===== src/rtl/alu_result_queue.sv =====
// In-order result queue between the ALU check_queue port and writeback; a drained jr entry
// raises a registered redirect pulse and squashes younger results. RQ_BYPASS_EN enables an empty-queue bypass.
`ifndef DWIDTH
`define DWIDTH 32
`endif
`ifndef PC_WIDTH
`define PC_WIDTH 32
`endif

module alu_result_queue #(
  parameter int DEPTH = 4,
  parameter int PTR_W = $clog2(DEPTH)
) (
  input  logic                 clk,
  input  logic                 rst,
  input  logic                 rq_i_valid,
  input  logic [`DWIDTH-1:0]   rq_i_value,
  input  logic [4:0]           rq_i_rd,
  input  logic                 rq_i_we,
  input  logic                 rq_i_change_pc,
  input  logic [`PC_WIDTH-1:0] rq_i_pc,
  input  logic                 rq_i_flush,
  output logic                 rq_o_ready,
  output logic                 rq_o_valid,
  output logic [`DWIDTH-1:0]   rq_o_value,
  output logic [4:0]           rq_o_rd,
  output logic                 rq_o_we,
  input  logic                 rq_i_wb_ready,
  output logic                 rq_o_redirect,
  output logic [`PC_WIDTH-1:0] rq_o_redirect_pc,
  output logic [PTR_W:0]       rq_o_count
);

  localparam logic [PTR_W:0]   CNT_FULL = (PTR_W + 1)'(DEPTH);
  localparam logic [PTR_W:0]   CNT_ONE  = (PTR_W + 1)'(1);
  localparam logic [PTR_W-1:0] PTR_ONE  = PTR_W'(1);

  logic [`DWIDTH-1:0]   val_q [DEPTH];
  logic [4:0]           rd_q  [DEPTH];
  logic                 we_q  [DEPTH];
  logic                 cp_q  [DEPTH];
  logic [`PC_WIDTH-1:0] pc_q  [DEPTH];

  logic [PTR_W-1:0]     wr_ptr_q, wr_ptr_d;
  logic [PTR_W-1:0]     rd_ptr_q, rd_ptr_d;
  logic [PTR_W:0]       count_q, count_d;
  logic                 redirect_q, redirect_d;
  logic [`PC_WIDTH-1:0] redirect_pc_q, redirect_pc_d;

  logic                 in_we_s;
  logic                 push_s;
  logic                 pop_s;
  logic                 store_s;
  logic                 pop_store_s;
  logic                 head_cp_s;
  logic [`PC_WIDTH-1:0] head_pc_s;
  logic                 write_en_s;

  // Effective write enable: jr entries and writes to x0 never update the register file.
  assign in_we_s    = rq_i_we & ~rq_i_change_pc & (rq_i_rd != 5'd0);
  assign rq_o_ready = (count_q != CNT_FULL);
  assign push_s     = rq_i_valid & rq_o_ready;
  assign pop_s      = rq_o_valid & rq_i_wb_ready;

`ifdef RQ_BYPASS_EN
  logic bypass_s;
  assign bypass_s = (count_q == '0) & rq_i_valid;

  // Head selection: an empty queue forwards the incoming result straight through.
  always_comb begin
    if (bypass_s) begin
      rq_o_valid = 1'b1;
      rq_o_value = rq_i_value;
      rq_o_rd    = rq_i_rd;
      rq_o_we    = in_we_s;
      head_cp_s  = rq_i_change_pc;
      head_pc_s  = rq_i_pc;
    end else begin
      rq_o_valid = (count_q != '0);
      rq_o_value = val_q[rd_ptr_q];
      rq_o_rd    = rd_q[rd_ptr_q];
      rq_o_we    = we_q[rd_ptr_q];
      head_cp_s  = cp_q[rd_ptr_q];
      head_pc_s  = pc_q[rd_ptr_q];
    end
  end

  assign store_s     = push_s & ~(bypass_s & rq_i_wb_ready);
  assign pop_store_s = pop_s & ~bypass_s;
`else
  // Head selection: presented only from stored state, so push-to-head latency is one cycle.
  always_comb begin
    rq_o_valid = (count_q != '0);
    rq_o_value = val_q[rd_ptr_q];
    rq_o_rd    = rd_q[rd_ptr_q];
    rq_o_we    = we_q[rd_ptr_q];
    head_cp_s  = cp_q[rd_ptr_q];
    head_pc_s  = pc_q[rd_ptr_q];
  end

  assign store_s     = push_s;
  assign pop_store_s = pop_s;
`endif

  // Next-state: flush beats a jr squash, which beats ordinary push/pop traffic.
  always_comb begin
    wr_ptr_d      = wr_ptr_q;
    rd_ptr_d      = rd_ptr_q;
    count_d       = count_q;
    redirect_d    = 1'b0;
    redirect_pc_d = redirect_pc_q;
    write_en_s    = 1'b0;
    if (rq_i_flush) begin
      wr_ptr_d = '0;
      rd_ptr_d = '0;
      count_d  = '0;
    end else if (pop_s && head_cp_s) begin
      redirect_d    = 1'b1;
      redirect_pc_d = head_pc_s;
      wr_ptr_d      = '0;
      rd_ptr_d      = '0;
      count_d       = '0;
    end else begin
      write_en_s = store_s;
      if (store_s) begin
        wr_ptr_d = wr_ptr_q + PTR_ONE;
      end else begin
        wr_ptr_d = wr_ptr_q;
      end
      if (pop_store_s) begin
        rd_ptr_d = rd_ptr_q + PTR_ONE;
      end else begin
        rd_ptr_d = rd_ptr_q;
      end
      case ({store_s, pop_store_s})
        2'b10:   count_d = count_q + CNT_ONE;
        2'b01:   count_d = count_q - CNT_ONE;
        default: count_d = count_q;
      endcase
    end
  end

  // Control state registers.
  always_ff @(posedge clk or posedge rst) begin
    if (rst) begin
      wr_ptr_q      <= '0;
      rd_ptr_q      <= '0;
      count_q       <= '0;
      redirect_q    <= 1'b0;
      redirect_pc_q <= '0;
    end else begin
      wr_ptr_q      <= wr_ptr_d;
      rd_ptr_q      <= rd_ptr_d;
      count_q       <= count_d;
      redirect_q    <= redirect_d;
      redirect_pc_q <= redirect_pc_d;
    end
  end

  // Entry storage, written at the tail.
  always_ff @(posedge clk or posedge rst) begin
    if (rst) begin
      for (int i = 0; i < DEPTH; i++) begin
        val_q[i] <= '0;
        rd_q[i]  <= '0;
        we_q[i]  <= 1'b0;
        cp_q[i]  <= 1'b0;
        pc_q[i]  <= '0;
      end
    end else if (write_en_s) begin
      val_q[wr_ptr_q] <= rq_i_value;
      rd_q[wr_ptr_q]  <= rq_i_rd;
      we_q[wr_ptr_q]  <= in_we_s;
      cp_q[wr_ptr_q]  <= rq_i_change_pc;
      pc_q[wr_ptr_q]  <= rq_i_pc;
    end
  end

  assign rq_o_redirect    = redirect_q;
  assign rq_o_redirect_pc = redirect_pc_q;
  assign rq_o_count       = count_q;

endmodule


===== config.mk =====
export PLATFORM = sky130hd
export DESIGN_NAME = alu_result_queue
export DESIGN_NICKNAME = d
export VERILOG_FILES = /design/src/rtl/alu_result_queue.sv
export SDC_FILE = /design/constraint.sdc
export NUM_CORES = 1
export LEC_CHECK = 0
export ABC_CLOCK_PERIOD_IN_PS = 22100
export BUFFER_PORTS_ARGS = -buffer_cell sky130_fd_sc_hd__buf_2
export CAP_MARGIN = 20
export CORE_AREA = 2 2 173 158
export DETAILED_ROUTE_END_ITERATION = 7
export DIE_AREA = 0 0 175 160
export GPL_ROUTABILITY_DRIVEN = 0
export PLACE_DENSITY = 0.8
export SLEW_MARGIN = 10
export SYNTH_ARGS = -nofsm -noshare
export SYNTH_HDL_FRONTEND = slang
export SYNTH_SLANG_ARGS = --single-unit

===== constraint.sdc =====
create_clock -name clk -period 22.1 [get_ports clk]
set_input_delay 0 -clock clk [delete_from_list [all_inputs] [get_ports clk]]
set_output_delay 0 -clock clk [all_outputs]
set_load 0.02 [all_outputs]

* Word level (Yosys, flattened, before mapping)
Cells that the tools add are included.
** Storage, ports and cells
- Flip-flop bits (word level) :: 324
- Input bits :: 76
- Output and inout port bits :: 76
- Logic and storage cells :: 90
** Cells by class
- Add/subtract/negate cells :: 4
- Order comparisons :: 3
- Equality and inequality tests :: 3
- Muxes and demuxes :: 39
- Bitwise logic cells :: 8
- Reduce and logical (&&, ||, !) cells :: 8
** Operators with widths (count)
- $bwmux W128 :: 2
- $mux W32 :: 5
- $bmux W32 S2 :: 2
- $demux W32 S2 :: 1
- $bwmux W20 :: 1
- $mux W5 :: 3
- $mux W2 :: 6
- $bmux W5 S2 :: 1
- $demux W5 S2 :: 1
- $mux W1 :: 9
- $reduce_bool A3 Y1 :: 3
- $bwmux W4 :: 2
- $ge A3 B3 Y1 const B :: 2
- $mux W3 :: 2
- $not A2 Y3 :: 2
- $pmux W3 S2 :: 1
- $reduce_bool A5 Y1 :: 1
- $add A2 B1 Y2 const B :: 2
- $and A1 B1 Y1 :: 4
- $bmux W1 S2 :: 2
- $reduce_bool A4 Y1 :: 1
- $add A3 B1 Y3 const B :: 1
- $lt A3 B1 Y1 const B :: 1
- $ne A3 B3 Y1 const B :: 1
- 7 further kinds :: 9

* Depth between registers and ports, before layout
Gate-level depths: netlist of the first run.
- Depth after elaboration :: 7
- Depth in mapped cells :: 8
- Mapped depth without buffers :: 8

* Worst setup path after synthesis of the first run
Ideal clock, no wire load.
- Path kind :: reg-to-reg
- Start point :: register count_q[0], in the netlist rq_o_count[0]
- End point :: register count_q[1], in the netlist rq_o_count[1]
- Library setup time :: 0.094 ns
- Data arrival time :: 2.039 ns
- Required time :: 22.006 ns
- Slack :: 19.967 ns
- Stages on the path, launching flop included :: 8
- Path buffers :: 0
- Clock period less this slack :: 2.133 ns
- Cell sequence :: dfrtp_1 o31ai_1 nor2_1 fa_1 o21ai_0 a31oi_1 o21ai_0 a211oi_1
** On the way
- Word-level cells in the longest chain between the ends :: 6
- Elaborated cells between the ends (all ways) :: 13
- Those cells by class :: add/sub (2); eq/ne (3); mux (3); bitwise (2); reduce/logical (3)
** Ends and longest elaborated chain
- start, declared :: RTL line 46 : logic [PTR_W:0] count_q, count_d;
- start signal, assigned :: RTL line 154 : count_q <= count_d;
- $ne A3 B3 Y1 / $reduce_bool A3 Y1 (equally long branches) :: RTL line 61, 93
- $and A1 B1 Y1, on equally long branches :: RTL line 62, 63
- $eq A2 B1 Y1 / $eq A2 B2 Y1 (equally long branches) :: RTL line 135 : case ({store_s, pop_store_s})
- $pmux W3 S2 :: RTL line 135
- $mux W3 :: RTL line 117 : end else if (pop_s && head_cp_s) begin
- $mux W3 :: RTL line 113 : if (rq_i_flush) begin
Parallel ways exist; a longest one is shown, timed or not.
A chain may end at the register's enable or synchronous reset.

* Worst setup path in the final report of the first run
- Start point :: register rd_ptr_q[0]
- End point :: register val_q[30] in the netlist's numbering
** On the way
- Word-level cells in the longest chain between the ends :: 7
** Ends and longest elaborated chain
- start, declared :: RTL line 45 : logic [PTR_W-1:0] rd_ptr_q, rd_ptr_d;
- start signal, assigned :: RTL line 153 : rd_ptr_q <= rd_ptr_d;
- $not A2 Y3 (not written as such) :: RTL line 97 : head_cp_s = cp_q[rd_ptr_q];
- $bmux W1 S2 :: RTL line 97
- $mux W1 (not written as such) (2 in a row) :: RTL line 97
- $logic_and A1 B1 Y1 :: RTL line 117
- $mux W1 :: RTL line 117
- $mux W1 :: RTL line 113
- end signal, assigned by index :: RTL line 171 : val_q[wr_ptr_q] <= rq_i_value;
- end, declared :: RTL line 38 : logic [`DWIDTH-1:0] val_q [DEPTH];
No other way between the ends. The select of a mux whose other input is x is not followed.

==> flow_metrics.tcl, run 1 <==
set metrics [dict create \
    maxCapViolCount 0 \
    die_x_um 175 \
    cts_resized 0 \
    synthesis.area_um2 15490 \
    worstPathMaxFanout 46 \
    final_antenna_net_count 0 \
    wl_mm 30.66 \
    cts-root-buf "clkbuf_16" \
    layout_min_cycle_time_ps 3610 \
    muxShareOfSynthArea_pct 39.77 \
    antenna_found_initial 2 \
    start_util_pct 58.54 \
    nets 1130 \
    whs_ps 101.3 \
    drc_errors 0 \
    die_height_um 160 \
    p_per_area_nw_per_um2 128.8 \
    ys_seq_area_share_pct 52.34 \
    path_clk_slew_ps 60 \
    num_io_pins 152 \
    ys.flop_type "dfrtp_1" \
    grt_pass1_vias 8830 \
    cts_buffer_depth 3 \
    hold_depth 5 \
    criticalPathCategory "reg -> reg" \
    row_count 57 \
    cp.arrival_ps 4000 \
    synth_top_area_share_pct 52.34 \
    worst_setup_path_end_kind "flop" \
    gr-usage-all-layers_pct 22.85 \
    status "completed" \
    required_ps 22490 \
    drv_slew 0 \
    avgSynthCellArea_um2 18.57 \
    post-dp-hpwl_mm 17.49 \
    relSlewSlack_pct 23.67 \
    hold_class "in -> reg" \
    setup_violations 0 \
    drt_iter0_drc 540 \
    synth_top_family_by_area "multiplexers" \
    wire_per_inst_um 21.48 \
    holdPathEnd "we_q[2]" \
    vias 8011 \
    ys_ff_latch 324 \
    synth_nets 915 \
    hold_viol_final 0 \
    yosys_warnings 0 \
    synth_compound_area_share_pct 0.9693 \
    yosys.cell_count.top_type "dfrtp_1" \
    dieArea_um2 28000 \
    grt_start_max_net_pins 187 \
    ys_types 35 \
    power.leakage_nw 8.178 \
    syn_inst 834 \
    finalSetupTns_ps 0 \
    rr_endpoint "val_q[30]" \
    postLayoutCellArea_um2 17940 \
    r2r-start "rd_ptr_q[0]" \
    async_flop_share_pct 100.0 \
    synth_edf_count 0 \
    numCtsBuffers 34 \
    grt_pass1_wl_mm 50.46 \
    fin_crit_sh_pct 16.33 \
    portBuffers 151 \
    dpl_cell_area_um2 16040 \
    synth-xor-area-share_pct 0.1131 \
    insertion_delay_ps 510 \
    drive_gt1_share_pct 56.44 \
    final_core_util_pct 67.79 \
    synth_common_cells "324 x dfrtp_1, 276 x mux2_4, 71 x mux4_2" \
    r2r_cells 5 \
    synthAdderAreaFrac_pct 0.4523 \
    area_growth_pct 15.80 \
    fmax_mhz 277.0 \
    synth_top_area_cell "dfrtp_1" \
    drtPass1Iterations 4 \
    rrSetupSlack_ps 18490 \
    hold_path_startpoint "rq_i_we" \
    rsz0062_at_grt "no" \
    ir_drop_mv 0.07529 \
    h-tree-depth 2 \
    synth_area_leaders "dfrtp_1 52%, mux2_4 27%, mux4_2 10%" \
    skew_ps 16.56 \
    core_area_um2 26460 \
    drt-vias-per-instance 5.614 \
    synthSimpleGateAreaFrac_pct 1.317 \
    cts_tree "yes" \
    tightestPinTransition_ps 1145 \
    cp-start-kind "flop" \
    grt-ovfl-total 0 \
    clkSinkCount 324 \
]
[flip-flops by register name, indices dropped and copies added (netlist names)]
name,cells
rd_ptr_q,2
rq_o_count,3
cp_q,4
we_q,4
rq_o_redirect,1
val_q,128
rq_o_redirect_pc,32
pc_q,128
rd_q,20
wr_ptr_q,2
[worst max-delay path, stage by stage, from the launching register on]
cell     delay, ps
dfrtp_4        790
mux4_2         560
nand2_1        230
and3_4         610
buf_4          830
mux2_2         420
[metrics by stage]
stage               std cells  setup WS [ps]  total power, mW
finish                   1427          18490            2.310
global route             1427          18270            2.422
CTS                      1426          18430            2.323
detailed placement       1293          18440            1.706
global placement         1293          18480            1.679
floorplan                 834          13130            1.534
[worst max path at each step]
stage	from	endpoint	cells past startpoint
after floorplan	rst	cp_q[0]	1
after global placement	rd_ptr_q[0]	val_q[30]	5
after detailed placement	rd_ptr_q[0]	val_q[59]	5
after CTS	rd_ptr_q[0]	val_q[30]	5
after global routing	rd_ptr_q[0]	val_q[59]	5
final	rd_ptr_q[0]	val_q[30]	5
[where the power goes]
| group | internal (mW) | switching (mW) | leakage, nW |
|---|---|---|---|
| sequential | 0.834 | 0.148 | 4.08 |
| clock | 0.361 | 0.229 | 0.563 |
| combinational | 0.463 | 0.275 | 3.54 |
| total | 1.66 | 0.652 | 8.18 |
[logic make-up after synthesis]
| kind of cell | after synthesis |
|---|---|
| flip-flops | 324 |
| multiplexers | 384 |
| buffers and inverters | 63 |
| XOR/XNOR | 2 |
| AND/OR/NAND/NOR | 33 |
| AO/OA/AOI/OAI | 23 |
| adder cells (fa/ha/maj) | 5 |
[cell usage in the layout, fill, tap and decap left out, types with 5 or more instances in the layout]
master         count
dfrtp_1          322
mux2_4           276
buf_2            151
dlygate4sd3_1     74
mux4_2            71
mux2_2            37
clkbuf_16         35
nor2_1             8
inv_1              8
clkbuf_8           7
clkbuf_1           7
buf_4              7
a21oi_1            6
nand2_1            5
o21ai_0            5
[routing by layer]
layer	track usage [%]	wire, µm	up-vias
met1	33.23	14150	4257
li1	-	-	3514
met5	0	13	-
met4	6.894	709	2
met3	3.595	1257	54
met2	36.04	14530	184
[final cells by class]
cell class              count  area (µm²)
fillers                  1704        8522
flip-flops and latches    324        8115
multi-input cells         447        6609
repair buffers            233        1569
clock buffers              49       998.5
well taps                 354       442.9
clock inverters            10       158.9
inverters                   9       41.29
diodes                      1       2.502
[what timing repair did]
action	in CTS	in global routing
hold endpoints to repair	425	0
hold buffers	74	0
setup buffers	0	0
No activity file was read; power rests on OpenSTA's default activity.
==> run 2, diff against run 1 <==
- ABC_CLOCK_PERIOD_IN_PS: 22100 -> 3390
- clock period: 22.1 -> 3.39 ns (I/O delays scaled with it)
==> run 2 against run 1 <==
Against the previous run: routed wire length grew 2.7%; final cell count is 1.6% higher; die area did not move; highest routed layer is now met4.
==> flow_metrics.tcl, run 2 (synthesis gave the netlist of run 1 again) <==
set metrics [dict create \
    mostFrequentLayoutCells "322 x dfrtp_1, 276 x mux2_4, 151 x buf_2, 74 x dlygate4sd3_1, 71 x mux4_2" \
    die_height_um 160 \
    grt-ovfl-total 0 \
    h-tree-depth 2 \
    worst_setup_path_end_kind "output port" \
    antenna_cells 0 \
    start_util_pct 58.54 \
    dieArea_um2 28000 \
    wire_per_inst_um 21.72 \
    final_antenna_net_count 0 \
    cts_buffer_depth 3 \
    num_io_pins 152 \
    postCtsSetupBuffers 0 \
    rsz0062_at_grt "no" \
    holdBufCountCts 74 \
    post-dp-hpwl_mm 18.78 \
    place_ws_ps 831.8 \
    cts_resized 0 \
    whs_ps 74.33 \
    fmax_mhz 351.9 \
    drt-vias-per-instance 5.554 \
    row_count 57 \
    tightestPinTransition_ps 992.4 \
    hold_class "in -> reg" \
    relSlewSlack_pct 33.84 \
    grt_start_max_net_pins 100 \
    p_per_area_nw_per_um2 833.5 \
    wl_mm 31.49 \
    fin_crit_sh_pct 83.83 \
    drive_gt1_share_pct 57.48 \
    portBuffers 151 \
    n_fill_cell 1708 \
    drc_errors 0 \
    clkSinkCount 324 \
    skew_ps 15.63 \
    vias 8053 \
    area_growth_pct 18.00 \
    maxCapViolCount 0 \
    drv_slew 0 \
    core_area_um2 26460 \
    cp.arrival_ps 2840 \
    cp-start-kind "flop" \
    dr_wl_met3_mm 1.271 \
    met2WireLength_mm 15.02 \
    met1Wirelength_mm 14.49 \
    die_x_um 175 \
    p_total_mw 15.23 \
    status "completed" \
    power.leakage_nw 8.344 \
    criticalPathCategory "reg -> out" \
    hold_viol_final 0 \
    worst_slack_ps 548.2 \
    layout_min_cycle_time_ps 2842 \
    final_common_cell "dfrtp_1" \
    numCtsBuffers 36 \
    drtPass1Iterations 4 \
    required_ps 3390 \
    worstPathMaxFanout 55 \
    drt_iter0_drc 426 \
    gr-usage-all-layers_pct 23.37 \
    grt_pass1_vias 9106 \
    path_clk_slew_ps 60 \
    nets 1150 \
    setup_violations 0 \
    cts-root-buf "clkbuf_16" \
    rrSetupSlack_ps 840 \
    antenna_found_initial 0 \
    ir_drop_mv 0.5101 \
    routed.top_layer "met4" \
    insertion_delay_ps 510 \
    grt_pass1_wl_mm 51.78 \
    cts_tree "yes" \
]
[run 2: final cells by class]
type                            instances  area, µm²  share of cell area [%]
Clock buffer                           57       1152                   6.305
Clock inverter                          8      78.83                  0.4313
Inverter                                9      37.54                  0.2054
Multi-Input combinational cell        447       6609                   36.16
Sequential cell                       324       8115                   44.40
Tap cell                              354      442.9                   2.423
Timing Repair Buffer                  251       1842                   10.08
[run 2: metal layers]
metal	global-route usage [%]	vias to the layer above
li1	-	3541
met1	34.89	4255
met2	36.49	202
met3	3.310	55
met4	6.364	0
met5	0	-
[run 2: power by group]
group	total, mW	switching (mW)	internal [mW]	leakage, nW
logic	4.88	1.83	3.05	3.65
clock network	3.96	1.55	2.41	0.610
registers	6.40	0.960	5.44	4.08
total	15.2	4.33	10.9	8.34
[run 2: final timing paths]
| kind | from | end | cells past startpoint |
|---|---|---|---|
| worst max-delay path | rd_ptr_q[1] | rq_o_value[7] | 3 |
| worst min-delay path | rq_i_we | we_q[3] | 5 |
| worst max register to register | rd_ptr_q[1] | val_q[12] | 5 |
| worst min register to register | rq_o_redirect_pc[31] | rq_o_redirect_pc[31] | 1 |
| max in group asynchronous | rst | pc_q[120] | 4 |
| min in group asynchronous | rst | val_q[18] | 3 |
[run 2: metrics by stage]
stage	util, %	std cells	setup TNS (ps)	cell area (µm²)
finish	69.08	1450	0	18280
global route	69.08	1450	0	18280
CTS	69.08	1450	0	18280
detailed placement	61.63	1311	0	16310
global placement	61.63	1311	0	16310
floorplan	-	834	-302210	15490
[run 2: worst max-delay path: stages (launching register included)]
cell and delay (ps):
dfrtp_4 650, buf_4 810, mux4_2 630, buf_2 180
==> run 3, diff against run 2 <==
- ABC_CLOCK_PERIOD_IN_PS: 3390 -> 2500
- CORE_AREA: 2 2 173 158 -> 2 2 182 166
- DIE_AREA: 0 0 175 160 -> 0 0 184 168
- PLACE_DENSITY: 0.8 -> 0.76
- clock period: 3.39 -> 2.5 ns (I/O delays scaled with it)
==> run 3 against run 2 <==
Against the previous run: core utilization fell by 6.8 points; final cell count rose by 0.76%; count of clock-buffer cells in the layout fell by 5; combinational power rose by 35%; total power rose by 33%; worst hold slack got worse by 29 ps.
==> flow_metrics.tcl, run 3 (synthesis gave the netlist of run 1 again) <==
set metrics [dict create \
    skew_ps 19.81 \
    maxCapViolCount 0 \
    antenna_found_initial 0 \
    wire_per_inst_um 21.16 \
    cp.arrival_ps 2770 \
    drc_errors 0 \
    mostFrequentLayoutCells "322 x dfrtp_1, 276 x mux2_4, 151 x buf_2, 74 x dlygate4sd3_1, 71 x mux4_2" \
    fin_crit_sh_pct 95.47 \
    area_growth_pct 17.72 \
    drv_slew 0 \
    rsz0062_at_grt "no" \
    worst_setup_path_end_kind "flop" \
    path_clk_slew_ps 60 \
    setup_violations 0 \
    cts-root-buf "clkbuf_16" \
    critPathTopFamily "multiplexers" \
    numCtsBuffers 36 \
    h-tree-depth 2 \
    hold_viol_final 0 \
    multiInputGateArea_um2 6609 \
    worst_slack_ps 113.3 \
    p_per_area_nw_per_um2 1114 \
    portBuffers 151 \
    drtPass1Iterations 4 \
    wl_mm 30.91 \
    final_antenna_net_count 0 \
    status "completed" \
    die_x_um 184 \
    fmax_mhz 419.0 \
    row_count 60 \
    regArea_um2 8115 \
    grt_pass1_wl_mm 50.76 \
    grt-ovfl-total 0 \
    grt_start_max_net_pins 116 \
    postCtsSetupBuffers 0 \
    whs_ps 45.10 \
    post-place-cells 1328 \
    layout_min_cycle_time_ps 2387 \
    antenna_cells 0 \
    final_common_cell "dfrtp_1" \
    fin_cells 1461 \
    cts_buffer_depth 3 \
    vias 8026 \
    n_fill_cell 2107 \
    relSlewSlack_pct 57.38 \
    drt-vias-per-instance 5.493 \
    gr-usage-all-layers_pct 20.88 \
    cts_tree "yes" \
    num_io_pins 152 \
    nets 1149 \
    start_util_pct 52.91 \
    clkSinkCount 324 \
    worstPathMaxFanout 22 \
    slowest_delay_ps 510 \
    crit_chain "mux4_2 -> nand2_1 -> and3_4 -> buf_12 -> mux2_4" \
    required_ps 2890 \
    grt_pass1_vias 8863 \
    drive_gt1_share_pct 57.02 \
    finalSetupTns_ps 0 \
    power.leakage_nw 8.298 \
    hold_class "in -> async" \
    insertion_delay_ps 520 \
    dieArea_um2 30910 \
    p_total_mw 20.31 \
    criticalPathCategory "reg -> reg" \
    crit_buf_inv 1 \
    ir_drop_mv 0.5210 \
    tightestPinTransition_ps 639.3 \
    cp-start-kind "flop" \
    drt_iter0_drc 420 \
    die_height_um 168 \
    core_area_um2 29280 \
    post-dp-hpwl_mm 18.06 \
    place_ws_ps 139.8 \
    cpMaxStageDelayCell "mux4_2" \
]
-- run 3: cell type report --
class	count	area share (%)
repair buffers	250	10.33
clock inverters	7	0.3911
well taps	372	2.552
inverters	9	0.2058
flip-flops and latches	324	44.50
multi-input cells	447	36.24
clock buffers	52	5.771
-- run 3: worst paths after layout --
path                                     start                   to  slack [ps]  depth (start not counted)
max reg2reg                        rd_ptr_q[0]           val_q[121]         110                          5
min in group clk                       rq_i_we              we_q[1]         160                          5
min                                        rst             pc_q[29]          50                          3
max                                rd_ptr_q[0]           val_q[121]         110                          5
min reg2reg                rq_o_redirect_pc[8]  rq_o_redirect_pc[8]         500                          1
max in group asynchronous                  rst              cp_q[2]        1530                          5
-- run 3: metrics by stage --
stage	cell area [µm²]	utilization, %
3_3_place_gp	16370	55.91
3_5_place_dp	16370	55.91
6_report	18240	62.28
2_1_floorplan	15490	-
4_1_cts	18240	62.28
5_1_grt	18240	62.28
-- run 3: layer usage --
layer | track usage [%] | routed length, µm | up-vias
met2 | 32.44 | 14420 | 152
li1 | - | - | 3544
met1 | 30.69 | 14570 | 4278
met5 | 0 | 0 | -
met3 | 3.526 | 1281 | 52
met4 | 5.739 | 643 | 0
-- run 3: where the power goes --
| group | switching (mW) | internal, mW | total, mW |
|---|---|---|---|
| Clock | 2.09 | 3.02 | 5.11 |
| Sequential | 1.24 | 7.38 | 8.62 |
| Combinational | 2.44 | 4.15 | 6.58 |
-- run 3: worst reg2reg max path: stages (launching register included) --
cell and delay [ps]:
dfrtp_4 430, mux4_2 510, nand2_1 260, and3_4 450, buf_12 270, mux2_4 340
-- run 3: repair_timing --
action,in CTS,in global routing
resized for setup,0,0
hold endpoints to repair,434,0
hold buffers,74,0
